## config.mk

```make
export PLATFORM = sky130hd
export DESIGN_NAME = sdram_chk_report_flat
export DESIGN_NICKNAME = d
export VERILOG_FILES = /design/src/rtl/sdram_chk_report_if.sv /design/src/rtl/sdram_chk_report.sv /design/src/flat_wrapper.sv
export SDC_FILE = /design/constraint.sdc
export NUM_CORES = 1
export LEC_CHECK = 0
export BUFFER_PORTS_ARGS = -buffer_cell sky130_fd_sc_hd__buf_2
export CORE_UTILIZATION = 65
export DETAILED_ROUTE_END_ITERATION = 8
export PLACE_DENSITY = 0.94
export SLEW_MARGIN = 15
export SYNTH_ARGS = -nofsm -noshare
export SYNTH_HDL_FRONTEND = slang
export SYNTH_SLANG_ARGS = --single-unit
```

## constraint.sdc

```tcl
create_clock -name w_clk0_out -period 5.2 [get_ports w_clk0_out]
set_input_delay 0 -clock w_clk0_out [delete_from_list [all_inputs] [get_ports w_clk0_out]]
set_output_delay 0 -clock w_clk0_out [all_outputs]
set_load 0.01 [all_outputs]
```

## src/rtl/sdram_chk_report_if.sv

```systemverilog
// Reporter bundle: checker stop/error levels in; UART line and pass/fail statistics out.
interface sdram_chk_report_if;
  logic        i_stop;
  logic        i_error;
  logic        o_txd;
  logic        o_busy;
  logic        o_drop;
  logic [15:0] o_pass_cnt;
  logic [15:0] o_fail_cnt;

  modport master (
    output i_stop, i_error,
    input  o_txd, o_busy, o_drop, o_pass_cnt, o_fail_cnt
  );

  modport slave (
    input  i_stop, i_error,
    output o_txd, o_busy, o_drop, o_pass_cnt, o_fail_cnt
  );
endinterface

```

## src/rtl/sdram_chk_report.sv

```systemverilog
// SDRAM checker status reporter: counts pass/fail stop events and sends
// "PASS hhhh\r\n" / "FAIL hhhh\r\n" over an 8N1 UART line.
module sdram_chk_report #(
  parameter int unsigned CLKS_PER_BIT = 868
) (
  input  logic              w_clk0_out,
  input  logic              reset_n,
  sdram_chk_report_if.slave rpt_if
);

  typedef enum logic [2:0] {
    S_IDLE  = 3'd0,
    S_LOAD  = 3'd1,
    S_START = 3'd2,
    S_DATA  = 3'd3,
    S_STOP  = 3'd4
  } state_e;

  localparam logic [15:0] BIT_LAST = 16'(CLKS_PER_BIT - 1);
  localparam logic [3:0]  IDX_LAST = 4'd10;

  function automatic logic [7:0] hex_ascii(input logic [3:0] nib);
    logic [7:0] ch;
    if (nib < 4'd10) begin
      ch = 8'h30 + {4'h0, nib};
    end else begin
      ch = 8'h37 + {4'h0, nib};
    end
    return ch;
  endfunction

  function automatic logic [7:0] msg_byte(input logic [3:0] idx, input logic err,
                                          input logic [15:0] run);
    logic [7:0] b;
    case (idx)
      4'd0:    b = err ? 8'h46 : 8'h50;
      4'd1:    b = 8'h41;
      4'd2:    b = err ? 8'h49 : 8'h53;
      4'd3:    b = err ? 8'h4C : 8'h53;
      4'd4:    b = 8'h20;
      4'd5:    b = hex_ascii(run[15:12]);
      4'd6:    b = hex_ascii(run[11:8]);
      4'd7:    b = hex_ascii(run[7:4]);
      4'd8:    b = hex_ascii(run[3:0]);
      4'd9:    b = 8'h0D;
      4'd10:   b = 8'h0A;
      default: b = 8'h20;
    endcase
    return b;
  endfunction

  state_e      state_q, state_d;
  logic        stop_q;
  logic        stop_evt_s;
  logic [15:0] run_q, run_d;
  logic [15:0] pass_cnt_q, pass_cnt_d;
  logic [15:0] fail_cnt_q, fail_cnt_d;
  logic        drop_q, drop_d;
  logic        busy_q, busy_d;
  logic        txd_q, txd_d;
  logic        snap_err_q, snap_err_d;
  logic [15:0] snap_run_q, snap_run_d;
  logic [3:0]  idx_q, idx_d;
  logic [2:0]  bit_cnt_q, bit_cnt_d;
  logic [15:0] timer_q, timer_d;
  logic [7:0]  shift_q, shift_d;

  assign stop_evt_s = rpt_if.i_stop & ~stop_q;

  // Statistics: every stop event counts, even when the line is busy.
  always_comb begin
    run_d      = run_q;
    pass_cnt_d = pass_cnt_q;
    fail_cnt_d = fail_cnt_q;
    drop_d     = drop_q;
    if (stop_evt_s) begin
      run_d = run_q + 16'd1;
      if (rpt_if.i_error) begin
        fail_cnt_d = (fail_cnt_q == 16'hFFFF) ? fail_cnt_q : fail_cnt_q + 16'd1;
      end else begin
        pass_cnt_d = (pass_cnt_q == 16'hFFFF) ? pass_cnt_q : pass_cnt_q + 16'd1;
      end
      drop_d = drop_q | (state_q != S_IDLE);
    end else begin
      drop_d = drop_q;
    end
  end

  // Message sequencer: next state, bit timing and next line level.
  always_comb begin
    state_d    = state_q;
    snap_err_d = snap_err_q;
    snap_run_d = snap_run_q;
    idx_d      = idx_q;
    bit_cnt_d  = bit_cnt_q;
    timer_d    = timer_q;
    shift_d    = shift_q;
    txd_d      = 1'b1;
    busy_d     = 1'b0;
    case (state_q)
      S_IDLE: begin
        if (stop_evt_s) begin
          state_d    = S_LOAD;
          snap_err_d = rpt_if.i_error;
          snap_run_d = run_d;
          idx_d      = 4'd0;
        end else begin
          state_d = S_IDLE;
        end
      end
      S_LOAD: begin
        shift_d = msg_byte(idx_q, snap_err_q, snap_run_q);
        timer_d = BIT_LAST;
        state_d = S_START;
      end
      S_START: begin
        if (timer_q == 16'd0) begin
          timer_d   = BIT_LAST;
          bit_cnt_d = 3'd0;
          state_d   = S_DATA;
        end else begin
          timer_d = timer_q - 16'd1;
        end
      end
      S_DATA: begin
        if (timer_q == 16'd0) begin
          timer_d = BIT_LAST;
          shift_d = {1'b0, shift_q[7:1]};
          if (bit_cnt_q == 3'd7) begin
            state_d = S_STOP;
          end else begin
            bit_cnt_d = bit_cnt_q + 3'd1;
          end
        end else begin
          timer_d = timer_q - 16'd1;
        end
      end
      S_STOP: begin
        if (timer_q == 16'd0) begin
          if (idx_q == IDX_LAST) begin
            idx_d   = 4'd0;
            state_d = S_IDLE;
          end else begin
            idx_d   = idx_q + 4'd1;
            state_d = S_LOAD;
          end
        end else begin
          timer_d = timer_q - 16'd1;
        end
      end
      default: state_d = S_IDLE;
    endcase

    // Line level is decoded from the next state so o_txd leaves a flop.
    case (state_d)
      S_START: txd_d = 1'b0;
      S_DATA:  txd_d = shift_d[0];
      default: txd_d = 1'b1;
    endcase
    busy_d = (state_d != S_IDLE);
  end

  // FSM state register.
  always_ff @(posedge w_clk0_out or negedge reset_n) begin
    if (!reset_n) begin
      state_q <= S_IDLE;
    end else begin
      state_q <= state_d;
    end
  end

  // Datapath and output registers; the line idles high through reset.
  always_ff @(posedge w_clk0_out or negedge reset_n) begin
    if (!reset_n) begin
      stop_q     <= 1'b0;
      run_q      <= 16'd0;
      pass_cnt_q <= 16'd0;
      fail_cnt_q <= 16'd0;
      drop_q     <= 1'b0;
      busy_q     <= 1'b0;
      txd_q      <= 1'b1;
      snap_err_q <= 1'b0;
      snap_run_q <= 16'd0;
      idx_q      <= 4'd0;
      bit_cnt_q  <= 3'd0;
      timer_q    <= 16'd0;
      shift_q    <= 8'd0;
    end else begin
      stop_q     <= rpt_if.i_stop;
      run_q      <= run_d;
      pass_cnt_q <= pass_cnt_d;
      fail_cnt_q <= fail_cnt_d;
      drop_q     <= drop_d;
      busy_q     <= busy_d;
      txd_q      <= txd_d;
      snap_err_q <= snap_err_d;
      snap_run_q <= snap_run_d;
      idx_q      <= idx_d;
      bit_cnt_q  <= bit_cnt_d;
      timer_q    <= timer_d;
      shift_q    <= shift_d;
    end
  end

  assign rpt_if.o_txd      = txd_q;
  assign rpt_if.o_busy     = busy_q;
  assign rpt_if.o_drop     = drop_q;
  assign rpt_if.o_pass_cnt = pass_cnt_q;
  assign rpt_if.o_fail_cnt = fail_cnt_q;

endmodule

```

## src/flat_wrapper.sv

```systemverilog
// flat-port wrapper written by rule: the top's interface ports become plain ports
module sdram_chk_report_flat 
#(
  parameter int unsigned CLKS_PER_BIT = 868
)
  (w_clk0_out, reset_n, rpt_if_i_stop, rpt_if_i_error, rpt_if_o_txd, rpt_if_o_busy, rpt_if_o_drop, rpt_if_o_pass_cnt, rpt_if_o_fail_cnt);
  sdram_chk_report_if rpt_if_i ();
  input  logic w_clk0_out;
  input  logic reset_n;
  input wire logic [$bits(rpt_if_i.i_stop)-1:0] rpt_if_i_stop;
  input wire logic [$bits(rpt_if_i.i_error)-1:0] rpt_if_i_error;
  output wire logic [$bits(rpt_if_i.o_txd)-1:0] rpt_if_o_txd;
  output wire logic [$bits(rpt_if_i.o_busy)-1:0] rpt_if_o_busy;
  output wire logic [$bits(rpt_if_i.o_drop)-1:0] rpt_if_o_drop;
  output wire logic [$bits(rpt_if_i.o_pass_cnt)-1:0] rpt_if_o_pass_cnt;
  output wire logic [$bits(rpt_if_i.o_fail_cnt)-1:0] rpt_if_o_fail_cnt;
  assign rpt_if_i.i_stop = rpt_if_i_stop;
  assign rpt_if_i.i_error = rpt_if_i_error;
  assign rpt_if_o_txd = rpt_if_i.o_txd;
  assign rpt_if_o_busy = rpt_if_i.o_busy;
  assign rpt_if_o_drop = rpt_if_i.o_drop;
  assign rpt_if_o_pass_cnt = rpt_if_i.o_pass_cnt;
  assign rpt_if_o_fail_cnt = rpt_if_i.o_fail_cnt;
  sdram_chk_report #(.CLKS_PER_BIT(CLKS_PER_BIT)) u_core (.w_clk0_out(w_clk0_out), .reset_n(reset_n), .rpt_if(rpt_if_i));
endmodule
```

; Yosys cells after proc, flatten, opt, wreduce, memory -nomap -nowiden
; Cells that the tools add are included.
[totals]
reg_bits = 103
in_bits = 4
word_cells = 110
[op_classes]
addsub = 14
order_cmp = 4
n_eq_ne = 24
n_mux = 30
bitwise = 6
reduce_logical = 17
[op_table]
columns = op, n
row1 = 8-bit case mux with 10 select lines, 1
row2 = "6-bit by 4-bit adder with 7-bit output, first input constant", 8
row3 = "16-bit by 1-bit adder with 16-bit output, second input constant", 3
row4 = 16-bit two-way mux, 3
row5 = 16-bit case mux with 3 select lines, 1
row6 = 8-bit two-way mux, 5
row7 = "16-bit equality test, second input constant", 2
row8 = 3-bit two-way mux, 7
row9 = 16-bit zero test, 1
row10 = "4-bit < comparator, second input constant", 4
row11 = 8-bit case mux with 2 select lines, 1
row12 = "16-bit by 1-bit subtractor with 16-bit output, second input constant", 1
row13 = 5-bit two-way mux, 3
row14 = 3-bit case mux with 5 select lines, 1
row15 = "3-bit by 2-bit equality test with 1-bit output, second input constant", 4
row16 = "4-bit by 3-bit equality test with 1-bit output, second input constant", 3
row17 = "4-bit equality test, second input constant", 3
row18 = 4-bit two-way mux, 3
row19 = 3-bit AND reduction, 3
row20 = 3-bit nonzero test, 3
row21 = "4-bit by 2-bit equality test with 1-bit output, second input constant", 2
row22 = "2-bit by 1-bit inequality test with 1-bit output, second input constant", 4
row23 = 4-bit case mux with 2 select lines, 1
row24 = "3-bit equality test, second input constant", 2
row25 = 17 further kinds, 26

; Longest topological paths before layout
; Gate-level depths: netlist of the first run.
[depth]
word_depth = 6
ltp_mapped = 10
mapped_depth_nobuf = 8

; Worst setup path after synthesis of the first run
; No wires, ideal clock.
[synth_path]
path_type = register to register
start = register u_core.timer_q[0]
end = register u_core.timer_q[5]
setup_time_ns = 0.131
arrival_time_ns = 1.826
required_time_ns = 5.069
path_slack_ns = 3.243
stages_incl_launch_ff = 9
n_path_buf = 1
synth_period_minus_slack_ns = 1.957
cell_sequence = dfrtp_1 inv_1 ha_1 nor3b_1 and4_1 buf_6 o21a_4 o31a_1 or3_1
[synth_via]
elab_chain_len = 3
[synth_lines]
columns = item, line
row1 = "start, declared", sdram_chk_report.sv:65  ; logic [15:0] timer_q, timer_d;
row2 = "start signal, assigned", sdram_chk_report.sv:200  ; timer_q <= timer_d;
row3 = 16-bit by 1-bit subtractor with 16-bit output / 16-bit zero test (equally long branches), --
row4 = "16-bit two-way mux, or another cell as far along", sdram_chk_report.sv:139  ; if (timer_q == 16'd0) begin
row5 = 16-bit case mux with 3 select lines / 2-bit AND reduction (equally long branches), --
; Parallel ways exist; a longest one is shown, timed or not. The select of a mux whose other input is x is not followed.
; A chain may end at the register's enable or synchronous reset.

; Worst setup path after layout of the first run
[layout_path]
start = register u_core.timer_q[4]
end = register u_core.timer_q[5]
; Same word-level chain as after synthesis.

==> results of run 1 <==
## state kept, by name (all words and copies together) (netlist names), 3 cells and up
name	flops
u_core.rpt_if.o_pass_cnt	16
u_core.run_q	16
u_core.rpt_if.o_fail_cnt	16
u_core.idx_q	4
u_core.timer_q	16
u_core.shift_q	7
u_core.bit_cnt_q	3
u_core.snap_run_q	16
u_core.state_q	3
## per-stage QoR
step / instances / power, W / instance area (um^2) / hold slack, ns
detailed placement: 659 / 0.001679 / 5573 / -0.05454
global placement: 659 / 0.001627 / 5573 / -0.05738
floorplan: 533 / 0.001496 / 5325 / -0.2956
finish: 677 / 0.002170 / 5781 / 0.09270
CTS: 677 / 0.002156 / 5781 / 0.09456
global route: 677 / 0.002278 / 5781 / 0.1187
## cells by family (layout without fill, tap and decap cells)
kind of cell	after synthesis	after routing	share of synthesized area
AOI/OAI and AO/OA	114	114	0.1384
muxes	15	15	0.03148
buffers and inverters	32	74	0.02773
adders and majority gates	11	11	0.02585
DFF	102	102	0.4796
and+or+nand+nor	203	203	0.2049
xor gates and xnor gates	56	56	0.09211
## where the power goes
| part | total (W) | switching (W) | internal, W | leakage, nW |
|---|---|---|---|---|
| Combinational | 0.000543 | 0.000293 | 0.000250 | 1.17 |
| Clock | 0.000469 | 0.000288 | 0.000181 | 0.0886 |
| Sequential | 0.00116 | 0.000204 | 0.000954 | 1.32 |
| Total | 0.00217 | 0.000785 | 0.00138 | 2.57 |
## layout by cell type, fill, tap and decap left out, drive strengths merged, types with 4 or more instances in the layout
master | Yosys | routed
a211oi | 5 | 5
a21oi | 29 | 29
a22o | 6 | 6
a22oi | 7 | 7
a31oi | 9 | 9
and2 | 10 | 10
and3 | 14 | 14
and4 | 4 | 4
buf | 10 | 40
clkbuf | 6 | 9
dfrtp | 101 | 101
ha | 11 | 11
inv | 16 | 20
mux2 | 14 | 14
nand2 | 53 | 53
nand2b | 11 | 11
nand3 | 27 | 27
nand4 | 6 | 6
nor2 | 36 | 36
nor2b | 9 | 9
nor3 | 14 | 14
nor4 | 9 | 9
o21ai | 29 | 29
o22ai | 5 | 5
xnor2 | 45 | 45
xor2 | 11 | 11
## layer usage
metal	up-vias	global-route usage	part of all wire
li1	1965	-	-
met1	2138	0.3935	0.42
met2	167	0.5093	0.50
met3	34	0.05337	0.051
met4	0	0.1263	0.030
met5	-	0	0
## critical path, stage by stage (launching register included)
cell and delay (ns):
dfrtp_1 0.43, nor4_2 0.49, and4_1 0.59, nand2_1 0.12, a21oi_1 0.63, or3_1 0.22
## Yosys cell counts, drive strengths merged (3+ instances only)
master and instances:
a211oi 5, a21o 3, a21oi 29, a221o 3, a22o 6, a22oi 7, a31oi 9, and2 10
and3 14, and4 4, buf 10, clkbuf 6, dfrtp 101, ha 11, inv 16, mux2 14
nand2 53, nand2b 11, nand3 27, nand4 6, nor2 36, nor2b 9, nor3 14, nor3b 3
nor4 9, o21ai 29, o22ai 5, or3 3, xnor2 45, xor2 11
## cell type report
type | count | area [um^2] | area share
Timing Repair Buffer | 43 | 237.7 | 0.04113
Multi-Input combinational cell | 399 | 2624 | 0.4539
Inverter | 16 | 60.06 | 0.01039
Tap cell | 102 | 127.6 | 0.02208
Clock buffer | 9 | 123.9 | 0.02143
Sequential cell | 102 | 2554 | 0.4418
Clock inverter | 6 | 53.80 | 0.009307
## how the worst max path moves through the flow
stage	from	cells past startpoint	to
after floorplan	u_core.timer_q[0]	8	u_core.timer_q[5]
after global placement	u_core.timer_q[0]	7	u_core.timer_q[6]
after detailed placement	u_core.timer_q[0]	7	u_core.timer_q[11]
after CTS	u_core.timer_q[0]	7	u_core.timer_q[5]
after global routing	u_core.timer_q[2]	5	u_core.timer_q[5]
final	u_core.timer_q[4]	5	u_core.timer_q[5]
==> results.toml, run 1 <==
[cts]
cts_resized = 0
post_cts_buffers = 0
path_clk_slew_ns = 0.10
cts-buffers-inserted = 9
cts.sinks = 102
clock_latency_ns = 0.36
clock_path_buffers = 2
cts_root_buf = "clkbuf_8"
cts_tree = "yes"
ctsHoldBuffers = 3
htreeDepth = 3

[synth]
netlist_area_mm2 = 0.005325
synth-seq-cells = 102
synth_top_area_cell = "dfrtp_1"
async_flop_share = 1.000
synth-edff-count = 0
synth_top_cell_area_share = 0.4746
yosysUniqueCellTypes = 60
synth.area.top_cells = "dfrtp_1 (47%), xnor2_1 (7.4%), nand2_1 (3.7%)"
synthFlopType = "dfrtp_1"
syn_nets = 548
syn-instance-count = 533
yosysWarningCount = 0
syn_area_per_cell_um2 = 9.991
seq_area_frac_synth = 0.4796

[global_route]
grt_pass1_vias = 4166
grt_pass1_wl_um = 20150
grt_use_total = 0.3047
overflow = 0
grt_antenna_before_repair = 0
grt_max_degree = 74

[placement]
io_buffers = 38
dp_hpwl_um = 8350
place.gp.congestion = 0.9081
pre_cts_ws_ns = 2.685

[finish]
fill_cells = 509
antennaDiodeCount = 0
final_nets = 586
fin_util = 0.7404
drive_gt1_frac = 0.1461
area_growth_pct = 8.553

[timing]
setup_violations = 0
rsz0062_at_grt = "no"
final.setup.tns_ns = 0
fin_skew_ns = 0.009499
fin_ws_ns = 2.639
worst_pin_slew_ns = 0.8459
maxSlewViolCount = 0
finalHoldViolCount = 0
fin_crit_ns = 2.561
period_share = 0.4925
fmax_mhz = 390.4
slew_headroom = 0.4361

[floorplanning]
die_height_um = 92.51
fp.dieW_um = 92.51
ios = 39
initial_core_util = 0.6821
dieArea_mm2 = 0.008558
rows = 32
core_mm2 = 0.007807

[power_and_ir_drop]
power.static_leakage_nw = 2.574
power.density_mw_per_mm2 = 375.3
max-vdd-ir-drop_v = 0.0003189

[critical_path]
r2r-end = "u_core.timer_q[5]"
r2r_start = "u_core.timer_q[4]"
arrival_ns = 2.86
r2r_cells = 5
required_ns = 5.50
ff2ff_setup_slack_ns = 2.64
cp_max_fo = 15
cp-start-kind = "flip-flop"
end_kind = "flip-flop"
critPathKind = "reg -> reg"

[job]
drv_cap = 0

[outcome]
status = "complete, no violations"

[detailed_routing]
drt_wl_total_um = 12120
wire_per_inst_um = 17.90
num_vias = 4304
first_iter_violations = 325
antenna_left = 0
drt_drc_violations_left = 0
viasPerCell = 6.357
first_pass_iters = 5

[worst_hold_path]
hold_path_class = "in -> async"
(Power assumes the default switching activity.)
==> run 2, diff against run 1 <==
ABC_AREA = 1   (was unset)
CORE_UTILIZATION = 55   (was 65)
PLACE_DENSITY = 0.85   (was 0.94)
clock period = 2.2 ns   (was 5.2 ns; I/O delays follow)
==> results.toml, run 2 <==
[outcome]
status = "complete, no violations"

[cts]
clock_path_buffers = 2
cts.sinks = 102
path_clk_slew_ns = 0.11
cts_tree = "yes"
cts-buffers-inserted = 9
cts_root_buf = "clkbuf_8"
htreeDepth = 3
clock_latency_ns = 0.37

[finish]
final_nets = 841
layout_commonest_cell = "nand2_1"
drive_gt1_frac = 0.09518
fin_util = 0.6177
antennaDiodeCount = 0
finalNonFillerCells = 966
area_growth_pct = 9.756
final_cell_mix = "nand2_1 (234), inv_1 (101), dfrtp_1 (101)"

[synth]
seq_area_frac_synth = 0.4415
synthFlopType = "dfrtp_1"
synth_top_area_cell = "dfrtp_1"
syn_area_per_cell_um2 = 7.435
synth_commonest_cells = "nand2_1 (234), dfrtp_1 (101), inv_1 (101)"
async_flop_share = 1.000
syn_nets = 793
synth_top_cell_area_share = 0.4369
synth.area.top_cells = "dfrtp_1 (44%), nand2_1 (15%), inv_1 (6.6%)"
yosysMostFrequentCell = "nand2_1"
synth-seq-cells = 102
yosysUniqueCellTypes = 42
yosysWarningCount = 0
synth-edff-count = 0
netlist_area_mm2 = 0.005784
syn-instance-count = 778

[power_and_ir_drop]
power.static_leakage_nw = 3.193
power_w = 0.003942
power.density_mw_per_mm2 = 620.9
max-vdd-ir-drop_v = 0.0006104

[critical_path]
cp_max_fo = 13
arrival_ns = 2.22
slowest_stage = "dfrtp_1"
cp_common_cell = "nand2_1"
end_kind = "flip-flop"
critical_path.cell_chain = "ha_1 -> nand3_1 -> nor2_1 -> nand4_1 -> nand2_1 -> inv_2 -> nand2_1 -> xor2_1"
cp-start-kind = "flip-flop"
critPathKind = "reg -> reg"
required_ns = 2.50
critPathMaxStageDelay_ns = 0.42
r2r_cells = 8

[placement]
io_buffers = 38
pre_cts_ws_ns = 0.3089
dp_hpwl_um = 9261
dp_cells = 948
place.gp.congestion = 0.9288

[floorplanning]
rows = 37
ios = 39
dieArea_mm2 = 0.01093
core_mm2 = 0.01028
die_height_um = 104.6
fp.dieW_um = 104.6
initial_core_util = 0.5628

[global_route]
grt_antenna_before_repair = 0
overflow = 0
grt_max_degree = 56
grt_pass1_wl_um = 21290
grt_use_total = 0.2358
grt_pass1_vias = 4762

[detailed_routing]
wire_per_inst_um = 12.72
antenna_left = 0
drt_drc_violations_left = 0
first_iter_violations = 272
viasPerCell = 5.254
drt_wl_total_um = 12280
first_pass_iters = 5
num_vias = 5075

[timing]
slew_headroom = 0.5306
setup_violations = 0
maxSlewViolCount = 0
finalHoldViolCount = 0
fin_crit_ns = 1.928
fin_ws_ns = 0.2722
worst_pin_slew_ns = 0.7041
fmax_mhz = 518.7
final.setup.tns_ns = 0
fin_skew_ns = 0.01785
rsz0062_at_grt = "no"
period_share = 0.8763

[job]
drv_cap = 0

[worst_hold_path]
hold_path_class = "in -> async"
-- run 2: report_power, final --
part	switching [W]	leakage (nW)	internal [W]
combinational	0.000369	1.88	0.000230
clock	0.000684	0.0869	0.000451
sequential	0.000168	1.22	0.00204
total	0.00122	3.19	0.00272
-- run 2: layout make-up --
type                            count  area (um^2)
Clock buffer                       10        137.6
Clock inverter                      5        43.79
Fill cell                         939         3929
Inverter                          104        392.9
Multi-Input combinational cell    564         2785
Sequential cell                   102         2554
Tap cell                          136        170.2
Timing Repair Buffer               45        265.3
-- run 2: what timing repair did --
action                    CTS  global route
gates resized for setup     0             0
hold buffers                3             0
hold endpoints to repair   55             0
buffers inserted            0             0
-- run 2: cells by family after synthesis --
family                   synth area share
AND/OR/NAND/NOR                    0.3230
buffers and inverters             0.07701
flip-flops                         0.4415
AO/OA/AOI/OAI                     0.07874
XOR/XNOR                          0.05603
adder cells (fa/ha/maj)           0.02379
-- run 2: routing by layer --
layer / part of all wire / up-vias / GRT usage
li1: - / 2568 / -
met1: 0.47 / 2375 / 0.3198
met2: 0.48 / 117 / 0.3974
met3: 0.038 / 15 / 0.03743
met4: 0.012 / 0 / 0.05510
met5: 0 / - / 0
-- run 2: final timing paths --
kind | from | to | slack (ns)
max | u_core.rpt_if.o_fail_cnt[0] | u_core.rpt_if.o_fail_cnt[6] | 0.27
min | reset_n | u_core.timer_q[2] | 0.23
max reg2reg | u_core.rpt_if.o_fail_cnt[0] | u_core.rpt_if.o_fail_cnt[6] | 0.27
min reg2reg | u_core.rpt_if.o_drop | u_core.rpt_if.o_drop | 0.48
max in group asynchronous | reset_n | u_core.run_q[1] | 1.32
min in group w_clk0_out | rpt_if_i_stop | u_core.stop_q | 0.33
-- run 2: stage by stage --
step | instance area [um^2] | hold slack (ns)
6_report | 6349 | 0.2273
5_1_grt | 6349 | 0.2976
4_1_cts | 6349 | 0.2402
3_5_place_dp | 6137 | 0.09567
3_3_place_gp | 6137 | 0.1052
2_1_floorplan | 5784 | -0.2956
-- run 2: worst max-delay path: cells and delay by family (launching register included) --
kind,cells,cell delay [ns]
adders and majority gates,1,0.19
xor gates and xnor gates,1,0.14
DFF,1,0.42
and+or+nand+nor,5,0.95
buffers and inverters,1,0.16
==> run 3, diff against run 2 <==
CORE_UTILIZATION = 30   (was 55)
PLACE_DENSITY = 0.56   (was 0.85)
==> results.toml, run 3 (synthesis results as in run 2) <==
[job]
drv_cap = 0

[detailed_routing]
drt_wl_total_um = 13110
wire_per_inst_um = 12.01
viasPerCell = 4.509
drt_drc_violations_left = 0
num_vias = 4924
first_iter_violations = 258
first_pass_iters = 5
antenna_left = 0

[critical_path]
critical_path_buf_inv_count = 1
critPathKind = "reg -> reg"
cp-start-kind = "flip-flop"
critical_path.cell_chain = "ha_1 -> nand3_1 -> nor2_1 -> nand4_1 -> nand2_1 -> inv_2 -> nand2_1 -> xor2_1"
end_kind = "flip-flop"
required_ns = 2.48
crit_family = "simple AND/OR/NAND/NOR gates"
arrival_ns = 2.16
cp_common_cell = "nand2_1"
slowest_stage = "dfrtp_1"
critPathMaxStageDelay_ns = 0.42
cp_max_fo = 13

[cts]
htreeDepth = 3
clock_latency_ns = 0.35
cts_resized = 0
clock_path_buffers = 2
path_clk_slew_ns = 0.07
post_cts_buffers = 0
cts_root_buf = "clkbuf_16"
cts_tree = "yes"
cts-buffers-inserted = 9
cts.sinks = 102

[floorplanning]
fp.dieW_um = 140.9
ios = 39
initial_core_util = 0.3072
core_mm2 = 0.01883
dieArea_mm2 = 0.01984
die_height_um = 140.9
rows = 50

[worst_hold_path]
hold_path_class = "in -> async"

[placement]
dp_hpwl_um = 9980
place.gp.congestion = 0.8702
pre_cts_ws_ns = 0.3005
io_buffers = 38

[finish]
area_growth_pct = 14.73
layout_commonest_cell = "nand2_1"
register_area_mm2 = 0.002554
multiInputGateArea_mm2 = 0.002785
fill_cells = 1976
antennaDiodeCount = 0
final_cell_mix = "nand2_1 (234), inv_1 (101), dfrtp_1 (101)"
drive_gt1_frac = 0.09736
final_nets = 843
fin_util = 0.3524

[global_route]
grt_use_total = 0.1436
overflow = 0
grt_pass1_vias = 4802
grt_max_degree = 46
grt_pass1_wl_um = 22860
grt_antenna_before_repair = 0

[timing]
slew_headroom = 0.5922
fin_crit_ns = 1.882
worst_pin_slew_ns = 0.6117
finalHoldViolCount = 0
rsz0062_at_grt = "no"
setup_violations = 0
fin_skew_ns = 0.01359
maxSlewViolCount = 0
period_share = 0.8553
fmax_mhz = 531.4
final.setup.tns_ns = 0
fin_ws_ns = 0.3183

[power_and_ir_drop]
power.density_mw_per_mm2 = 668.3
max-vdd-ir-drop_v = 0.0003916
power.static_leakage_nw = 3.263

[outcome]
status = "complete, no violations"
-- run 3: path summary, 6_finish.rpt --
path | from | endpoint | slack [ns] | cells after the start
setup / recovery | u_core.rpt_if.o_fail_cnt[0] | u_core.rpt_if.o_fail_cnt[6] | 0.32 | 8
hold / removal | reset_n | u_core.idx_q[0] | 0.21 | 2
setup reg to reg | u_core.rpt_if.o_fail_cnt[0] | u_core.rpt_if.o_fail_cnt[6] | 0.32 | 8
hold reg to reg | u_core.rpt_if.o_drop | u_core.rpt_if.o_drop | 0.46 | 1
max in group asynchronous | reset_n | u_core.run_q[0] | 1.34 | 3
min in group w_clk0_out | rpt_if_i_stop | u_core.stop_q | 0.34 | 2
-- run 3: per-layer routing --
layer,global-route usage,share of wire
met5,0,0
met1,0.1906,0.50
met3,0.03295,0.030
met4,0.04977,0.016
met2,0.2291,0.45
-- run 3: what timing repair did --
action | in CTS | in global routing
endpoints found under the hold margin | 44 | 0
setup endpoints to repair | 0 | 0
hold buffers | 3 | 0
-- run 3: where the power goes --
group	internal [W]	total, W	switching, W
Combinational	0.000232	0.000597	0.000365
Sequential	0.00204	0.00220	0.000159
Clock	0.000897	0.00164	0.000742
-- run 3: area by class of cell --
class | instances | share of cell area
Timing Repair Buffer | 47 | 0.04223
Clock buffer | 9 | 0.03394
Clock inverter | 6 | 0.01112
Sequential cell | 102 | 0.3848
Inverter | 104 | 0.05920
Tap cell | 260 | 0.04902
Multi-Input combinational cell | 564 | 0.4197
-- run 3: per-stage QoR --
stage                     instances  instance area, um^2  hold WS (ns)  power (W)
after floorplan                 778                 5784       -0.2956   0.002580
after global placement         1074                 6307       0.06178   0.002829
after detailed placement       1074                 6307       0.06146   0.002830
after CTS                      1092                 6636        0.2377   0.004510
after global routing           1092                 6636        0.2686   0.004696
final                          1092                 6636        0.2133   0.004435
